[src/rtl/seg7_pkg.sv]
// Shared constants, types and helpers for the gray-code switch / 7-segment display path.
package seg7_pkg;

    localparam int CLK_FREQ_HZ             = 27_000_000;
    localparam int DEBOUNCE_CYCLES_DEFAULT = CLK_FREQ_HZ / 1000;
    localparam int GRAY_W_MAX              = 32;

    typedef enum logic {
        STABLE   = 1'b0,
        SETTLING = 1'b1
    } filter_state_e;

    // Works for any width up to GRAY_W_MAX: zero-extended high bits convert to zeros.
    function automatic logic [GRAY_W_MAX-1:0] gray2bin(input logic [GRAY_W_MAX-1:0] g);
        logic [GRAY_W_MAX-1:0] b;
        b[GRAY_W_MAX-1] = g[GRAY_W_MAX-1];
        for (int i = GRAY_W_MAX - 2; i >= 0; i--) begin
            b[i] = b[i+1] ^ g[i];
        end
        return b;
    endfunction

endpackage

[src/rtl/debounce_filter.sv]
// Two-flop synchroniser followed by a bundle debounce filter that commits a value
// only after it has been seen unchanged for CYCLES consecutive clocks.
module debounce_filter
    import seg7_pkg::*;
#(
    parameter int WIDTH  = 1,
    parameter int CYCLES = 4
) (
    input  logic             clk,
    input  logic             rst,
    input  logic [WIDTH-1:0] raw,
    output logic [WIDTH-1:0] stable,
    output logic             changed
);

    localparam int                CNT_W    = $clog2(CYCLES);
    localparam logic [CNT_W-1:0] CNT_LAST = CNT_W'(CYCLES - 1);

    logic [WIDTH-1:0] sync1;
    logic [WIDTH-1:0] synced;
    logic [WIDTH-1:0] candidate;
    logic [CNT_W-1:0] cnt;
    filter_state_e    state;

    // state always equals (candidate != stable); it is kept as a register so it can be observed.
    always_ff @(posedge clk or posedge rst) begin
        if (rst) begin
            sync1     <= '0;
            synced    <= '0;
            candidate <= '0;
            stable    <= '0;
            cnt       <= '0;
            changed   <= 1'b0;
            state     <= STABLE;
        end else begin
            sync1   <= raw;
            synced  <= sync1;
            changed <= 1'b0;
            if (synced != candidate) begin
                candidate <= synced;
                cnt       <= '0;
                state     <= (synced == stable) ? STABLE : SETTLING;
            end else if (state == SETTLING) begin
                if (cnt == CNT_LAST) begin
                    stable  <= candidate;
                    cnt     <= '0;
                    changed <= 1'b1;
                    state   <= STABLE;
                end else begin
                    cnt <= cnt + 1'b1;
                end
            end else begin
                cnt <= '0;
            end
        end
    end

endmodule

[src/rtl/gray_switch_reader.sv]
// Debounced reader for the gray-code switch bank and digit-select button; presents a
// registered binary code, the button level and one-cycle event pulses to the display logic.
module gray_switch_reader
    import seg7_pkg::*;
#(
    parameter int N_BITS          = 4,
    parameter int DEBOUNCE_CYCLES = DEBOUNCE_CYCLES_DEFAULT
) (
    input  logic              clk,
    input  logic              rst,
    input  logic [N_BITS-1:0] gray_in,
    input  logic              btn_in,
    output logic [N_BITS-1:0] bin_out,
    output logic              data_valid,
    output logic              btn_level,
    output logic              btn_rise
);

    logic [N_BITS-1:0] sw_stable;
    logic              sw_changed;
    logic [0:0]        btn_stable;
    logic              btn_changed;

    debounce_filter #(
        .WIDTH  (N_BITS),
        .CYCLES (DEBOUNCE_CYCLES)
    ) u_sw_filter (
        .clk     (clk),
        .rst     (rst),
        .raw     (gray_in),
        .stable  (sw_stable),
        .changed (sw_changed)
    );

    debounce_filter #(
        .WIDTH  (1),
        .CYCLES (DEBOUNCE_CYCLES)
    ) u_btn_filter (
        .clk     (clk),
        .rst     (rst),
        .raw     (btn_in),
        .stable  (btn_stable),
        .changed (btn_changed)
    );

    // A commit always carries a value different from the previous stable one,
    // so the changed strobe alone qualifies data_valid and btn_rise.
    always_ff @(posedge clk or posedge rst) begin
        if (rst) begin
            bin_out    <= '0;
            data_valid <= 1'b0;
            btn_level  <= 1'b0;
            btn_rise   <= 1'b0;
        end else begin
            bin_out    <= N_BITS'(gray2bin(GRAY_W_MAX'(sw_stable)));
            data_valid <= sw_changed;
            btn_level  <= btn_stable[0];
            btn_rise   <= btn_changed & btn_stable[0];
        end
    end

endmodule

[config.mk]
export PLATFORM = sky130hd
export DESIGN_NAME = gray_switch_reader
export DESIGN_NICKNAME = d
export VERILOG_FILES = /design/src/rtl/seg7_pkg.sv /design/src/rtl/debounce_filter.sv /design/src/rtl/gray_switch_reader.sv
export SDC_FILE = /design/constraint.sdc
export NUM_CORES = 1
export LEC_CHECK = 0
export CAP_MARGIN = 20
export CORE_MARGIN = 10
export CORE_UTILIZATION = 40
export CTS_CLUSTER_SIZE = 14
export DETAILED_ROUTE_END_ITERATION = 10
export PLACE_DENSITY_LB_ADDON = 0.25
export SYNTH_ARGS = -nofsm -noshare
export SYNTH_HDL_FRONTEND = slang
export SYNTH_SLANG_ARGS = --single-unit
[constraint.sdc]
create_clock -name clk -period 3.2 [get_ports clk]
set_input_delay 0.48 -clock clk [delete_from_list [all_inputs] [get_ports clk]]
set_output_delay 0.48 -clock clk [all_outputs]
set_load 0.02 [all_outputs]
# Yosys cells after proc, flatten, opt, wreduce, memory -nomap -nowiden
# Cells that the tools add are included.
[classes]
div = 0
muxes = 20
shifts = 0
reduce_logical = 2
eq_ne = 6
multipliers = 0
order_cmp = 0
n_addsub = 2
bitwise = 6
[op_table]
columns = ["op", "count"]
rows = [
  ["two-way mux 15 bit", 6],
  ["adder 15 x 1 -> 15 bit, second input constant", 2],
  ["== test 15 bit, second input constant", 2],
  ["two-way mux 1 bit", 14],
  ["AND reduction 3 bit", 2],
  ["== test 4 bit", 1],
  ["inequality test 4 bit", 1],
  ["bitwise XOR 1 bit", 3],
  ["NOT 1 bit", 2],
  ["bitwise AND 1 bit", 1],
  ["== test 1 bit", 1],
  ["inequality test 1 bit", 1],
]
[totals]
latchBits = 0
mem_count = 0
word_cells = 54
in_bits = 7
mem_bits_rw = 0
register_bits = 61
rom_bits = 0

# Depth between registers and ports, before layout
[logic_depth]
ltp_word = 4
mapped_depth = 6
ltp_nobuf = 5

# By module
# From an unflattened synthesis, not the netlist that was laid out.
[hier_totals]
cells_unflattened = 217
hier_area_um2 = 2580.0
[by_module_without_submodules]
columns = ["module", "area_per_inst_um2", "cells_each", "instances"]
rows = [
  ["debounce_filter at u_sw_filter", 1342.5, 115, 1],
  ["debounce_filter at u_btn_filter", 1009.7, 89, 1],
  ["gray_switch_reader", 227.7, 13, 1],
]

# Least setup slack after synthesis
# Ideal clock, no wire load.
[synth_path]
kind = "register to register"
start = "register u_sw_filter.cnt[9]"
end = "register u_sw_filter.stable[0]"
slack_ns = 1.353
arrival_ns = 1.722
synth_period_minus_slack_ns = 1.847
path_stages_with_launch = 5
setup_ns = 0.125
t_required_ns = 3.075
path_cell_list = "dfrtp_1 > or4b_4 > nor4_4 > nand3_4 > mux2_4"
[synth_between]
elab_chain_len = 2
[synth_lines]
columns = ["element", "line_no", "rtl"]
rows = [
  ["from (decl)", "debounce_filter.sv:22", "logic [CNT_W-1:0] cnt;"],
  ["from (signal assigned)", "debounce_filter.sv:50", "cnt <= cnt + 1'b1;"],
  ["== test 15 bit", "debounce_filter.sv:44", "if (cnt == CNT_LAST) begin"],
  ["AND reduction 3 bit (no source line)", "n/a", ""],
  ["to (signal assigned)", "debounce_filter.sv:45", "stable <= candidate;"],
  ["to (decl)", "debounce_filter.sv:12", "output logic [WIDTH-1:0] stable,"],
]
# No other way between the ends.
# A chain may end at the register's enable or synchronous reset.

# Final worst setup path
[layout_path]
start = "register u_sw_filter.cnt[9]"
end = "register u_sw_filter.cnt[3]"
[layout_between]
elab_chain_len = 4
[layout_lines]
columns = ["element", "line_no", "rtl"]
rows = [
  ["== test 15 bit", "debounce_filter.sv:44", ""],
  ["two-way mux 15 bit", "debounce_filter.sv:44", ""],
  ["two-way mux 15 bit", "debounce_filter.sv:43", "end else if (state == SETTLING) begin"],
  ["two-way mux 15 bit", "debounce_filter.sv:39", "if (synced != candidate) begin"],
]
# No other way between the ends.

==> flow_metrics.tcl <==
set metrics [dict create \
    status "completed" \
    synth_async_sr_flop_share_pct 100.0 \
    grt_antenna_before_repair 0 \
    drv_slew 0 \
    synth_top_area_cell "dfrtp_1" \
    n_fill_cell 563 \
    synth_xor_area_share_pct 11.96 \
    clock-root-buffer "clkbuf_8" \
    rrSetupSlack_ns 1.28 \
    grt_usage_pct 9.348 \
    r2r_cells 4 \
    cp-start-kind "flip-flop" \
    finalCritPeriodShare_pct 60.14 \
    cp_max_fo 15 \
    synth_area_um2 2562 \
    nets 244 \
    cts_tree "yes" \
    cts_sinks 61 \
    fin_setup_tns_ns 0 \
    min_path_cells 0 \
    viasPerCell 4.902 \
    crit_arrival_ns 2.12 \
    grt.overflow.total 0 \
    grt_max_degree 40 \
    yosys.area_share.adder_pct 0.9766 \
    die_area_um2 10010 \
    route.vias.total 1554 \
    drive_gt1_share_pct 10.42 \
    synth_mux_area_share_pct 2.344 \
    grt_pass1_vias 1665 \
    floorplan.initialDensity_pct 40.82 \
    relSlewSlack_pct 45.76 \
    rsz0062_at_grt "false" \
    powerDensity_nw_per_um2 506.1 \
    post_cts_buffers 0 \
    synth-warning-count 0 \
    p_leak_nw 1.270 \
    cts_buffers 9 \
    hp-class "reg2reg" \
    gp_congestion 0.8234 \
    hold_buffers 0 \
    synth_area_leaders "dfrtp_1 60%, xor2_1 6.2%, xnor2_1 5.8%, nor2_1 4.7%, nand4_1 2.7%" \
    die_w_um 100.0 \
    synth_ff_type "dfrtp_1" \
    antenna_cells 0 \
    crit_path_cell_trace "or4b_4 > nor4_4 > nand3b_2 > nor2_1" \
    drt-total-wl_um 4020 \
    r2r_end "u_sw_filter.cnt[3]$_DFF_PP0_" \
    num_rows 29 \
    syn_nets 227 \
    yosysUniqueCellTypes 32 \
    synth_compound_area_share_pct 2.246 \
    die-height_um 100.0 \
    maxCapViolCount 0 \
    avgSynthCellArea_um2 11.75 \
    synth_top_area_share_pct 59.57 \
    yosysSeqAreaShare_pct 59.57 \
    cp_slowest_cell "or4b_4" \
    ys_ff_latch 61 \
    power_mw 1.502 \
    synthCells 218 \
    syn2layout_area_growth_pct 15.82 \
    min_to "data_valid$_DFF_PP0_" \
    clockBufferDepth 2 \
    synth-edff-count 0 \
    setup_viol 0 \
    worstMarginPinSlew_ns 0.8124 \
    clk_pin_slew_ns 0.06 \
    layout_min_cycle_time_ns 1.924 \
    min_from "u_sw_filter.changed$_DFF_PP0_" \
    firstDrtPassIters 4 \
    drtIter0Drc 36 \
    core_region_area_um2 6277 \
    grt_pass1_wl_um 7590 \
    cts_resized 0 \
    endpoint_kind "flip-flop" \
    max_freq_ghz 0.5196 \
    dp_hpwl_um 2851 \
    htree_levels 3 \
    worstSetupPathType "reg2reg" \
    final_util_pct 47.28 \
    skew_ns 0.005870 \
    critPathRequiredTime_ns 3.40 \
    ir_drop_v 0.0002722 \
    synth_top_family_by_area "simple AND/OR/NAND/NOR gates" \
    pin_count 14 \
    clkLatencyLatePin_ns 0.33 \
    cpPeakStageDelay_ns 0.56 \
    wl_per_cell_um 12.68 \
    detail-route-antenna-nets 0 \
    synth-simple-area-share_pct 20.56 \
    io_buffer_count 13 \
    r2r-start "u_sw_filter.cnt[9]$_DFF_PP0_" \
    drc_errors 0 \
    final_hold_viol_count 0 \
]
registers in the layout (all words and copies together) (netlist names), 4 cells and up:
name and count:
bin_out 4, u_sw_filter.candidate 4, u_sw_filter.sync1 4, u_sw_filter.cnt 15, u_sw_filter.synced 4, u_sw_filter.stable 4
u_btn_filter.cnt 15
layout by cell type (no fill, tap or decap), drive strengths merged:
| master | instances |
|---|---|
| clkinvlp | 1 |
| a21oi | 4 |
| mux2 | 4 |
| nor2 | 32 |
| o31a | 1 |
| xnor2 | 17 |
| buf | 1 |
| nor3 | 4 |
| nor4bb | 2 |
| o31ai | 2 |
| clkbuf | 12 |
| xor2 | 18 |
| clkinv | 2 |
| and3 | 2 |
| nand3b | 1 |
| or4b | 1 |
| clkdlybuf4s50 | 13 |
| ha | 2 |
| and2 | 1 |
| and3b | 1 |
| o21ai | 1 |
| dfrtp | 61 |
| or3 | 2 |
| o22a | 1 |
| nand4b | 1 |
| nor4 | 6 |
| and4 | 2 |
| nand4 | 11 |
| or4 | 2 |
| nand2b | 2 |
| bufinv | 1 |
| nand3 | 13 |
| inv | 7 |
| nand2 | 9 |
logic make-up after synthesis:
group / after synthesis
compound gates: 9
xor+xnor: 35
fa+ha+maj: 2
buf+inv: 15
flops: 61
mux: 4
simple gates: 92
power by group:
part / total, mW / switching, mW / internal, mW
Sequential: 0.796 / 0.0108 / 0.786
Clock: 0.652 / 0.274 / 0.378
Combinational: 0.0534 / 0.0346 / 0.0188
Total: 1.50 / 0.319 / 1.18
synthesized netlist by cell type (4+ instances only):
cell type	instances
nor2_1	32
mux2_4	4
dfrtp_1	61
xor2_1	18
inv_1	7
a21oi_1	4
nor3_1	4
nor4_1	4
nand2_1	9
nand3_1	12
clkbuf_1	7
nand4_1	11
xnor2_1	17
per-layer routing:
layer	up-vias	wire (um)	GRT usage (%)
met5	-	0	0
met4	0	83	4.891
met3	10	181	3.640
met2	22	1944	14.83
met1	743	1811	10.70
li1	779	-	-
worst max-delay path: cells and delay by family (launching register included):
family,cells,cell delay [ns]
flops,1,0.42
simple gates,4,1.37
through the flow:
stage	setup slack (ns)	hold slack, ns	cells	area, um2
4_1_cts	1.266	0.3517	317	2968
3_5_place_dp	1.280	0.3371	301	2775
5_1_grt	1.136	0.3538	317	2968
2_1_floorplan	1.207	0.3312	218	2562
3_3_place_gp	1.318	0.3321	301	2775
6_report	1.276	0.3493	317	2968
area by class of cell:
type | count | area [um2] | area share [%]
flip-flops and latches | 61 | 1526 | 51.43
multi-input cells | 142 | 975.9 | 32.88
repair buffers | 14 | 150.1 | 5.059
clock buffers | 12 | 145.1 | 4.890
well taps | 77 | 96.34 | 3.246
clock inverters | 4 | 47.55 | 1.602
inverters | 7 | 26.28 | 0.8853
how the worst max path moves through the flow:
stage,endpoint,start,slack [ns],cells past startpoint
after CTS,u_sw_filter.cnt[3]$_DFF_PP0_,u_sw_filter.cnt[9]$_DFF_PP0_,1.27,4
after global routing,u_btn_filter.state$_DFF_PP0_,u_btn_filter.cnt[0]$_DFF_PP0_,1.14,5
after floorplan,bin_out[0]$_DFF_PP0_,rst,1.21,1
after detailed placement,u_sw_filter.cnt[3]$_DFF_PP0_,u_sw_filter.cnt[9]$_DFF_PP0_,1.28,4
final,u_sw_filter.cnt[3]$_DFF_PP0_,u_sw_filter.cnt[9]$_DFF_PP0_,1.28,4
after global placement,u_sw_filter.stable[2]$_DFFE_PP0P_,u_sw_filter.cnt[9]$_DFF_PP0_,1.32,4
No activity file was read; power rests on OpenSTA's default activity.
